[src/rtl/rx_arb_pkg.sv]
// rx_arb_pkg: link direction codes, arbiter state type and link data width
package rx_arb_pkg;
  localparam int LINK_W = 16;
  localparam logic [1:0] DIR_E = 2'd0, DIR_S = 2'd1, DIR_W = 2'd2, DIR_N = 2'd3;
  typedef enum logic [1:0] {IDLE, GRANT, DRAIN} state_t;
endpackage

[src/rtl/rr_pick4.sv]
// rr_pick4: four-way round-robin pick, searching from last+1 upward
//   req[3:0] pending requesters, last[1:0] previous winner
//   any high when some req is set, winner[1:0] chosen index (only meaningful with any)
module rr_pick4 (
  input  logic [3:0] req,
  input  logic [1:0] last,
  output logic       any,
  output logic [1:0] winner
);
  // Scan from lowest priority (last itself) up to last+1, so the final hit is the winner
  always_comb begin
    any = |req;
    winner = last;
    for (int k = 4; k >= 1; k--) if (req[last + 2'(k)]) winner = last + 2'(k);
  end
endmodule

[src/rtl/rx_rr_arbiter.sv]
// rx_rr_arbiter: round-robin grant of the four mesh RX links onto one downstream 4-phase channel
//   rx_req_i/rx_data_i/rx_ack_o : per-link REQ, 16-bit data slice, ACK (index 0..3 = E,S,W,N)
//   RX_REQ/RX_DATA/RX_ACK       : downstream channel, forwarded with one register each way
//   pkt_done_i                  : packet-complete pulse from downstream
//   grant_dir_o/busy_o          : granted link and grant-active flag
//   timeout_o                   : one-cycle pulse on stall-forced release
module rx_rr_arbiter
  import rx_arb_pkg::*;
#(
  parameter int MAX_WORDS   = 256,
  parameter int TIMEOUT_CYC = 4096
) (
  input  logic              clk,
  input  logic              rst_n,
  input  logic [3:0]        rx_req_i,
  input  logic [63:0]       rx_data_i,
  output logic [3:0]        rx_ack_o,
  output logic              RX_REQ,
  output logic [LINK_W-1:0] RX_DATA,
  input  logic              RX_ACK,
  input  logic              pkt_done_i,
  output logic [1:0]        grant_dir_o,
  output logic              busy_o,
  output logic              timeout_o
);
  state_t r_state, w_next;
  logic [1:0] r_last, w_win;
  logic [15:0] r_cnt, w_cnt;
  logic [31:0] r_timer;
  logic [LINK_W-1:0] w_data;
  logic r_ack_d, w_any, w_act, w_req, w_chg, w_tmo, w_drained, w_fwd;
  rr_pick4 u_pick (.req(rx_req_i), .last(r_last), .any(w_any), .winner(w_win));
  assign w_act = r_state != IDLE;
  assign busy_o = w_act;
  assign w_req = rx_req_i[grant_dir_o];
  assign w_data = rx_data_i[{grant_dir_o, 4'd0} +: LINK_W];
  // While granted, RX_REQ holds last cycle's link REQ, so it serves as the change reference
  assign w_chg = (w_req != RX_REQ) || (RX_ACK != r_ack_d);
  assign w_tmo = w_act && !w_chg && r_timer == 32'(TIMEOUT_CYC - 1);
  assign w_cnt = (r_ack_d && !RX_ACK && r_cnt != 16'(MAX_WORDS)) ? r_cnt + 16'd1 : r_cnt;
  assign w_drained = !RX_REQ && !RX_ACK && !rx_ack_o[grant_dir_o];
  // Forwarding stops on the release cycle so a freshly raised REQ never leaks into IDLE
  assign w_fwd = w_act && w_next != IDLE;
  always_comb begin
    w_next = r_state;
    if (r_state == IDLE) w_next = w_any ? GRANT : IDLE;
    else if (w_tmo) w_next = IDLE;
    else if (r_state == GRANT) w_next = (pkt_done_i || w_cnt == 16'(MAX_WORDS)) ? DRAIN : GRANT;
    else w_next = w_drained ? IDLE : DRAIN;
  end
  always_ff @(posedge clk) begin
    if (!rst_n) r_state <= IDLE;
    else r_state <= w_next;
  end
  always_ff @(posedge clk) begin
    if (!rst_n) begin
      grant_dir_o <= 2'd0;
      r_last <= DIR_S;
      RX_REQ <= 1'b0;
      RX_DATA <= '0;
      rx_ack_o <= 4'b0;
      r_cnt <= 16'd0;
      r_timer <= 32'd0;
      r_ack_d <= 1'b0;
      timeout_o <= 1'b0;
    end else begin
      if (r_state == IDLE && w_any) grant_dir_o <= w_win;
      if (w_act && w_next == IDLE) r_last <= grant_dir_o;
      if (w_fwd) RX_DATA <= w_data;
      RX_REQ <= w_fwd && w_req;
      rx_ack_o <= w_fwd ? {3'b0, RX_ACK} << grant_dir_o : 4'b0;
      r_cnt <= w_fwd ? w_cnt : 16'd0;
      r_timer <= (w_fwd && !w_chg) ? r_timer + 32'd1 : 32'd0;
      r_ack_d <= RX_ACK;
      timeout_o <= w_tmo;
    end
  end
endmodule

[config.mk]
export PLATFORM = sky130hd
export DESIGN_NAME = rx_rr_arbiter
export DESIGN_NICKNAME = d
export VERILOG_FILES = /design/src/rtl/rx_arb_pkg.sv /design/src/rtl/rr_pick4.sv /design/src/rtl/rx_rr_arbiter.sv
export SDC_FILE = /design/constraint.sdc
export NUM_CORES = 1
export LEC_CHECK = 0
export BUFFER_PORTS_ARGS = -buffer_cell sky130_fd_sc_hd__buf_2
export CORE_ASPECT_RATIO = 1.5
export CORE_UTILIZATION = 46
export CTS_CLUSTER_SIZE = 30
export DETAILED_ROUTE_END_ITERATION = 12
export PLACE_DENSITY = 0.8
export SETUP_SLACK_MARGIN = 0.3
export SYNTH_ARGS = -nofsm -noshare
export SYNTH_HDL_FRONTEND = slang
export SYNTH_SLANG_ARGS = --single-unit
export TNS_END_PERCENT = 20
[constraint.sdc]
create_clock -name clk -period 2.8 [get_ports clk]
set_input_delay 0.56 -clock clk [delete_from_list [all_inputs] [get_ports clk]]
set_output_delay 0.56 -clock clk [all_outputs]
set_load 0.03 [all_outputs]
==> results_dict.tcl, run 1 <==
set metrics [dict create \
    drive_gt1_share_pct 29.8 \
    synth_top_area_share_pct 37.6 \
    final_hold_viol_count 0 \
    track_usage_pct 21.7 \
    dp_hpwl_mm 6.79 \
    grt.overflow.total 0 \
    syn_avg_cell_area_um2 9.49 \
    dieArea_um2 9300 \
    synth_top_family_by_area "simple AND/OR/NAND/NOR gates" \
    r2r_cells 7 \
    synth_edf_count 0 \
    finalSetupViolations 0 \
    arrival_ns 2.59 \
    antenna_found_initial 0 \
    cellPowerDensity_nw_per_um2 634 \
    port_buffers 96 \
    first_pass_iters 4 \
    die_h_um 118 \
    outcome "completed" \
    cts_tree "yes" \
    ys_types 51 \
    timing.fmax_mhz 424 \
    fillers 762 \
    relSlewSlack_pct 56.1 \
    antenna_cells 0 \
    initial_utilization_pct 48.1 \
    root_buffer "clkbuf_16" \
    multi_input_area_um2 2380 \
    synth_seq_cells 77 \
    drc 0 \
    cp-endpoint "r_state[0]" \
    async_flop_share_pct 0 \
    startpoint "r_cnt[1]" \
    synth.area.top_cells "dfxtp_1, mux4_2, nor2_1" \
    nets 604 \
    power.leakage_nw 1.94 \
    reg2reg_slack_ns 0.44 \
    syn_nets 508 \
    areaGrowthSynthToFinish_pct 21.8 \
    synth_mux_area_share_pct 14.8 \
    required_ns 3.03 \
    yosysMostFrequentCell "dfxtp_1" \
    dp_cells 621 \
    fin_crit_sh_pct 84.1 \
    clock-skew-final_ns 0.00825 \
    tightest_slew_ns 0.650 \
    instances_no_fill 640 \
    grt_pass1_wl_mm 16.0 \
    wire_per_inst_um 14.4 \
    core_um2 8520 \
    vias 3498 \
    routed_wl_mm 9.22 \
    setup_ws_ns 0.444 \
    synth-xor-area-share_pct 10.7 \
    crit_path_start_kind "flip-flop" \
    grt_start_max_net_pins 33 \
    yosys_warnings 0 \
    seq_area_um2 1550 \
    fin_tns_setup_ns 0 \
    slew_violations 0 \
    postRouteAntennaNets 0 \
    insertion_delay_ns 0.34 \
    pre_cts_ws_ns 0.0548 \
    dr.first_iter.drc_count 185 \
    rr_endpoint "r_state[0]" \
    syn_area_um2 4100 \
    reg2reg_from "r_cnt[1]" \
    synthTopCellsByCount "dfxtp_1, nor2_1, nand2_1, xor2_1, xnor2_1" \
    grt_pass1_vias 3626 \
    maxCapViolCount 0 \
    synth_ff_type "dfxtp_1" \
    cts_sinks 77 \
    gp_congestion 0.924 \
    cts-htree-levels 3 \
    routed_via_density 5.47 \
    clockBufferDepth 2 \
    rsz0062_at_grt "false" \
    io_pins 97 \
    path_class "reg -> reg" \
    row_count 41 \
    path_clk_slew_ns 0.06 \
    die_w_um 79.1 \
    min_path_type "reg -> reg" \
    synthSimpleGateAreaFrac_pct 26.5 \
    crit_path_max_fanout 8 \
    synth_area_leader_cell "dfxtp_1" \
    cts_hold_buf 0 \
    cts_buffers 9 \
    synth_adder_area_share_pct 1.22 \
    synth_compound_area_share_pct 4.30 \
    worst_ir_drop_vdd_mv 0.424 \
    crit_path_end_kind "flip-flop" \
    whs_path_depth 1 \
    period_minus_slack_ns 2.36 \
    synth-seq-area-share_pct 37.6 \
    synth_cells 432 \
]
[timing repair]
action | in CTS | in global routing
setup endpoints to repair | 33 | 72
buffers inserted | 0 | 3
resized for setup | 1 | 9
pin swaps | 0 | 2
[flip-flops by register name, summed over array words and instances, names as in the netlist]
signal       flops
r_state          2
RX_REQ           1
r_cnt           16
grant_dir_o      2
RX_DATA         16
r_timer         32
rx_ack_o         4
r_last           2
timeout_o        1
r_ack_d          1
[kinds of logic (layout without fill, tap and decap cells)]
logic type / count (synthesis) / after routing
AOI/OAI and AO/OA: 26 / 26
xor gates and xnor gates: 50 / 50
adders and majority gates: 4 / 4
buffers and inverters: 34 / 135
DFF: 77 / 77
muxes: 38 / 38
and+or+nand+nor: 203 / 203
[cell type report]
type	count	area share, %
clock buffer	9	4.51
clock inverter	7	1.48
inverter	10	0.752
multi-input combinational	321	47.7
sequential	77	30.9
tap	107	2.68
timing repair buffer	109	12.0
[power breakdown]
| part | leakage, nW | internal, mW | switching [mW] |
|---|---|---|---|
| Sequential | 0.626 | 1.17 | 0.0466 |
| Combinational | 1.16 | 0.350 | 0.429 |
| Clock | 0.146 | 0.693 | 0.476 |
[worst min path at each step]
stage	from	end	slack (ns)
global route	r_timer[0]	r_timer[0]	0.52
CTS	r_timer[0]	r_timer[0]	0.50
global placement	r_timer[0]	r_timer[0]	0.44
detailed placement	r_timer[0]	r_timer[0]	0.46
floorplan	r_timer[0]	r_timer[0]	0.43
finish	r_timer[0]	r_timer[0]	0.50
[metal layers]
layer / track usage (%) / share of wire [%] / vias up
li1: - / - / 1717
met1: 23.3 / 38 / 1643
met2: 39.0 / 55 / 122
met3: 4.50 / 4.8 / 16
met4: 11.1 / 2.0 / 0
met5: 0 / 0 / -
[critical path, stage by stage (launching register included)]
cell and delay [ns]:
dfxtp_2 0.39, ha_2 0.26, and4_1 0.28, nand4_1 0.11
a2111oi_1 0.43, o22ai_1 0.14, or4_1 0.45, a22o_1 0.19
[metrics by stage]
step	area, um2	power (mW)	util [%]	hold slack (ns)
final	4990	3.16	58.6	0.500
after detailed placement	4650	2.02	54.6	0.461
after CTS	4950	3.18	58.1	0.499
after global placement	4650	2.00	54.6	0.441
after floorplan	4100	1.82	-	0.430
after global routing	4990	3.29	58.6	0.516
[placed cells by master, fill, tap and decap left out, drive strengths merged, types with 11 or more instances in the layout]
cell   instances
xnor2         24
buf          109
mux2i         20
nand4         13
nor2          66
mux4          18
xor2          26
nand3         19
nand2         27
nor4          15
nor2b         18
inv           11
dfxtp         77
(Power assumes the default switching activity.)
==> run 2, diff against run 1 <==
==> constraint.sdc (replaced) <==
create_clock -name clk -period 2.17 [get_ports clk]
set_input_delay 0.434 -clock clk [delete_from_list [all_inputs] [get_ports clk]]
set_output_delay 0.434 -clock clk [all_outputs]
set_load 0.03 [all_outputs]
==> run 2 against run 1 <==
Fmax is 6.9% higher. Critical path type unchanged. Highest routed layer unchanged. The flow now finishes with violations (setup timing). Flip-flop and latch count unchanged. Hold slack worse by 0.14 ns. Critical path depth is 2 higher.
==> results_dict.tcl, run 2 (synthesis gave the netlist of run 1 again) <==
set metrics [dict create \
    dieArea_um2 9300 \
    seq_power_share_pct 36.8 \
    pwr-share-clk_pct 35.3 \
    track_usage_pct 23.6 \
    tightest_slew_ns 0.520 \
    grt.overflow.total 0 \
    path_class "reg -> reg" \
    cts-htree-levels 3 \
    root_buffer "clkbuf_16" \
    comb_power_share_pct 27.9 \
    routed_via_density 5.48 \
    final_hold_viol_count 0 \
    timing.fmax_mhz 454 \
    grt_pass1_vias 3904 \
    p_sw_mw 1.29 \
    clockBufferDepth 2 \
    finalSetupViolations 13 \
    antenna_cells 0 \
    power.leakage_nw 2.24 \
    worst_ir_drop_vdd_mv 0.565 \
    cts_sinks 77 \
    required_ns 2.43 \
    gp_congestion 0.937 \
    nets 655 \
    drc 0 \
    reg2reg_slack_ns -0.03 \
    final_cell_mix "buf_2, dfxtp_1, buf_4, nor2_1, nand2_1" \
    grt_pass1_wl_mm 17.3 \
    arrival_ns 2.46 \
    period_minus_slack_ns 2.20 \
    clock-skew-final_ns 0.00935 \
    core_um2 8520 \
    antenna_found_initial 0 \
    postRouteAntennaNets 0 \
    routed_wl_mm 10.7 \
    maxCapViolCount 0 \
    sw_frac_of_total_pct 30.2 \
    cts_buffers 9 \
    outcome "complete, but fails checks" \
    crit_path_start_kind "flip-flop" \
    whs_ns 0.364 \
    vias 3787 \
    crit_path_end_kind "flip-flop" \
    crit_path_max_fanout 9 \
    port_buffers 96 \
    internal_power_mw 2.99 \
    path_clk_slew_ns 0.06 \
    top_regs "r_timer: 32 flops, RX_DATA: 16 flops, r_cnt: 16 flops" \
    initial_utilization_pct 48.1 \
    final_common_cell "buf_2" \
    largest_reg_flops 32 \
    cts_tree "yes" \
    fin_crit_sh_pct 102 \
    die_w_um 79.1 \
    die_h_um 118 \
    dr.first_iter.drc_count 175 \
    row_count 41 \
    slew_violations 0 \
    wire_per_inst_um 15.4 \
    cellPowerDensity_nw_per_um2 760 \
    setup_ws_ns -0.0345 \
    grt_start_max_net_pins 33 \
    pre_cts_ws_ns -0.262 \
    first_pass_iters 4 \
    areaGrowthSynthToFinish_pct 37.4 \
    cts_hold_buf 0 \
    rsz0062_at_grt "true" \
    min_path_type "in -> reg" \
    drive_gt1_share_pct 43.2 \
    relSlewSlack_pct 65.2 \
    io_pins 97 \
    failed_checks "setup timing" \
    top_register "r_timer" \
    insertion_delay_ns 0.34 \
    dp_hpwl_mm 7.38 \
]
run 2: final timing paths:
kind,start,endpoint,cells past startpoint
max,grant_dir_o[1],r_cnt[7],9
min,pkt_done_i,r_state[1],3
max reg2reg,grant_dir_o[1],r_cnt[7],9
min reg2reg,RX_DATA[14],RX_DATA[14],2
run 2: power groups by stage:
stage	logic [mW]	registers, mW	clock network (mW)
after global routing	1.27	1.58	1.60
final	1.20	1.57	1.51
after detailed placement	1.08	1.60	0
after floorplan	0.619	1.75	0
after global placement	1.05	1.59	0
after CTS	1.16	1.57	1.53
run 2: through the flow:
step	setup TNS, ns	instances	utilization (%)	power, mW	instance area [um2]
3_5_place_dp	-3.92	663	58.9	2.67	5010
4_1_cts	0	688	64.4	4.26	5480
6_report	-0.147	691	66.2	4.28	5630
5_1_grt	-1.73	691	66.2	4.45	5630
2_1_floorplan	-0.561	432	-	2.37	4140
3_3_place_gp	-2.70	663	58.9	2.64	5010
run 2: area by class of cell:
class,count,area [um2]
Inverter,10,37.5
Clock inverter,6,68.8
Timing Repair Buffer,160,1030
Tap cell,107,134
Clock buffer,10,229
Multi-Input combinational cell,321,2570
Sequential cell,77,1560
Fill cell,656,2880
run 2: per-layer routing:
layer	vias up	GRT usage [%]	wire length [um]
li1	1821	-	-
met1	1804	25.2	3930
met2	135	43.2	5990
met3	27	4.96	447
met4	0	10.5	295
met5	-	0	0
run 2: repair_timing:
action | 4_1_cts | 5_1_grt
gates cloned | 1 | 0
pin swaps | 4 | 10
setup buffers | 8 | 3
endpoints found under the setup margin | 74 | 75
resized for setup | 16 | 43
hold endpoints to repair | 0 | 0
run 2: critical path, stage by stage, from the launching register on:
cell,delay [ns]
dfxtp_4,0.36
mux4_2,0.53
xnor2_2,0.16
and2_4,0.16
a211oi_4,0.26
buf_6,0.15
buf_12,0.14
nand2_8,0.08
buf_6,0.17
nor2_1,0.13
==> run 3, diff against run 2 <==
--- a/config.mk
+++ b/config.mk
@@ -6,11 +6,13 @@
 export NUM_CORES = 1
 export LEC_CHECK = 0
 export BUFFER_PORTS_ARGS = -buffer_cell sky130_fd_sc_hd__buf_2
+export CELL_PAD_IN_SITES_DETAIL_PLACEMENT = 0
+export CELL_PAD_IN_SITES_GLOBAL_PLACEMENT = 2
 export CORE_ASPECT_RATIO = 1.5
-export CORE_UTILIZATION = 46
+export CORE_UTILIZATION = 33
 export CTS_CLUSTER_SIZE = 30
 export DETAILED_ROUTE_END_ITERATION = 12
-export PLACE_DENSITY = 0.8
+export PLACE_DENSITY = 0.91
 export SETUP_SLACK_MARGIN = 0.3
 export SYNTH_ARGS = -nofsm -noshare
 export SYNTH_HDL_FRONTEND = slang
==> run 3 against run 2 <==
The flow still finishes with violations (setup timing). Cell count grew 5.9%. Via count shrank 2.3%. Clock-buffer cell count grew 1. Die area grew 38%. Sequential share of layout area shrank 0.12 points. Largest cell class unchanged.
==> results_dict.tcl, run 3 (synthesis gave the netlist of run 1 again) <==
set metrics [dict create \
    root_buffer "clkbuf_16" \
    failed_checks "setup timing" \
    dr.first_iter.drc_count 105 \
    fin_crit_sh_pct 103 \
    p_total_mw 4.28 \
    finalSetupViolations 26 \
    outcome "complete, but fails checks" \
    whs_ns 0.402 \
    tightest_slew_ns 0.477 \
    cts-htree-levels 3 \
    instances_no_fill 732 \
    routed_via_density 5.06 \
    worst_ir_drop_vdd_mv 0.464 \
    row_count 49 \
    cts_tree "yes" \
    drive_gt1_share_pct 39.6 \
    areaGrowthSynthToFinish_pct 37.2 \
    finalInstanceArea_um2 5630 \
    drc 0 \
    dp_hpwl_mm 7.92 \
    crit_path_end_kind "flip-flop" \
    top_regs "r_timer: 32 flops, RX_DATA: 16 flops, r_cnt: 16 flops" \
    place_area_um2 5100 \
    largest_reg_flops 32 \
    insertion_delay_ns 0.34 \
    grt_pass1_wl_mm 17.0 \
    path_class "reg -> reg" \
    dp_cells 712 \
    power.leakage_nw 2.21 \
    routed_wl_mm 10.7 \
    clockBufferDepth 2 \
    first_pass_iters 6 \
    fin_tns_setup_ns -0.652 \
    antenna_found_initial 0 \
    die_w_um 93.0 \
    crit_path_max_fanout 5 \
    grt_start_max_net_pins 33 \
    port_buffers 96 \
    setup_ws_ns -0.0732 \
    die_h_um 139 \
    final_common_cell "buf_2" \
    final_hold_viol_count 0 \
    cts_hold_buf 0 \
    grt_pass1_vias 3787 \
    initial_utilization_pct 33.9 \
    antenna_cells 0 \
    slew_violations 0 \
    period_minus_slack_ns 2.24 \
    final_cell_mix "buf_2, dfxtp_1, nor2_1, buf_4" \
    timing.fmax_mhz 446 \
    min_path_type "in -> reg" \
    cellPowerDensity_nw_per_um2 761 \
    io_pins 97 \
    rsz0062_at_grt "true" \
    wire_per_inst_um 14.6 \
    cts_sinks 77 \
    maxCapViolCount 0 \
    path_clk_slew_ns 0.06 \
    relSlewSlack_pct 68.2 \
    arrival_ns 2.51 \
    clock-skew-final_ns 0.00642 \
    required_ns 2.44 \
    crit_path_start_kind "flip-flop" \
    postRouteAntennaNets 0 \
    fillers 1113 \
    dieArea_um2 12900 \
    vias 3701 \
    gp_congestion 0.842 \
    nets 651 \
    core_um2 12100 \
    cts_buffers 9 \
    grt.overflow.total 0 \
    track_usage_pct 16.8 \
    top_register "r_timer" \
]
[run 3: cell count changes in the layout (fill, tap and decap cells not counted), sizes merged]
cell,before,now
clkbuf,10,14
buf,160,153
inv,12,10
clkinv,2,1
clkinvlp,1,2
[run 3: worst paths after layout]
kind                                startpoint         end  slack (ns)  depth (start not counted)
worst min-delay path                pkt_done_i  r_state[1]        0.40                          3
worst max-delay path            grant_dir_o[1]    r_cnt[4]       -0.07                          9
worst min register to register      RX_DATA[5]  RX_DATA[5]        0.52                          2
worst max register to register  grant_dir_o[1]    r_cnt[4]       -0.07                          9
[run 3: routing by layer]
layer	global-route usage (%)	vias up	routed length [um]
li1	-	1813	-
met1	16.8	1735	3980
met2	30.9	124	5760
met3	3.36	29	451
met4	10.3	0	456
met5	0	-	0
[run 3: power by group]
| part | switching (mW) | internal (mW) |
|---|---|---|
| clock | 0.581 | 0.883 |
| combinational | 0.632 | 0.606 |
| sequential | 0.0664 | 1.51 |
[run 3: per-stage QoR]
step	setup slack (ns)	util, %
global route	-0.132	46.6
global placement	-0.176	42.3
finish	-0.0732	46.6
detailed placement	-0.260	42.3
CTS	-0.0604	44.8
floorplan	-0.0309	-
[run 3: area by class of cell]
cell class,instances,area (um2),area share (%)
Sequential cell,77,1550,27.6
Timing Repair Buffer,156,1040,18.5
Multi-Input combinational cell,321,2520,44.9
Clock buffer,11,233,4.14
Inverter,10,37.5,0.667
Tap cell,153,191,3.40
Clock inverter,4,50.0,0.889
[run 3: worst max-delay path, cell delays in order, from the launching register on]
cell	delay, ns
dfxtp_4	0.36
mux4_2	0.56
xnor2_2	0.18
and2_4	0.15
a211oi_4	0.23
buf_6	0.17
buf_12	0.13
nand2_8	0.08
clkbuf_16	0.20
nor2_2	0.10
[run 3: what timing repair did]
action | in CTS | in global routing
gates cloned | 0 | 3
setup buffers | 0 | 2
gates resized for setup | 5 | 34
setup endpoints to repair | 74 | 74
pin swaps | 1 | 11
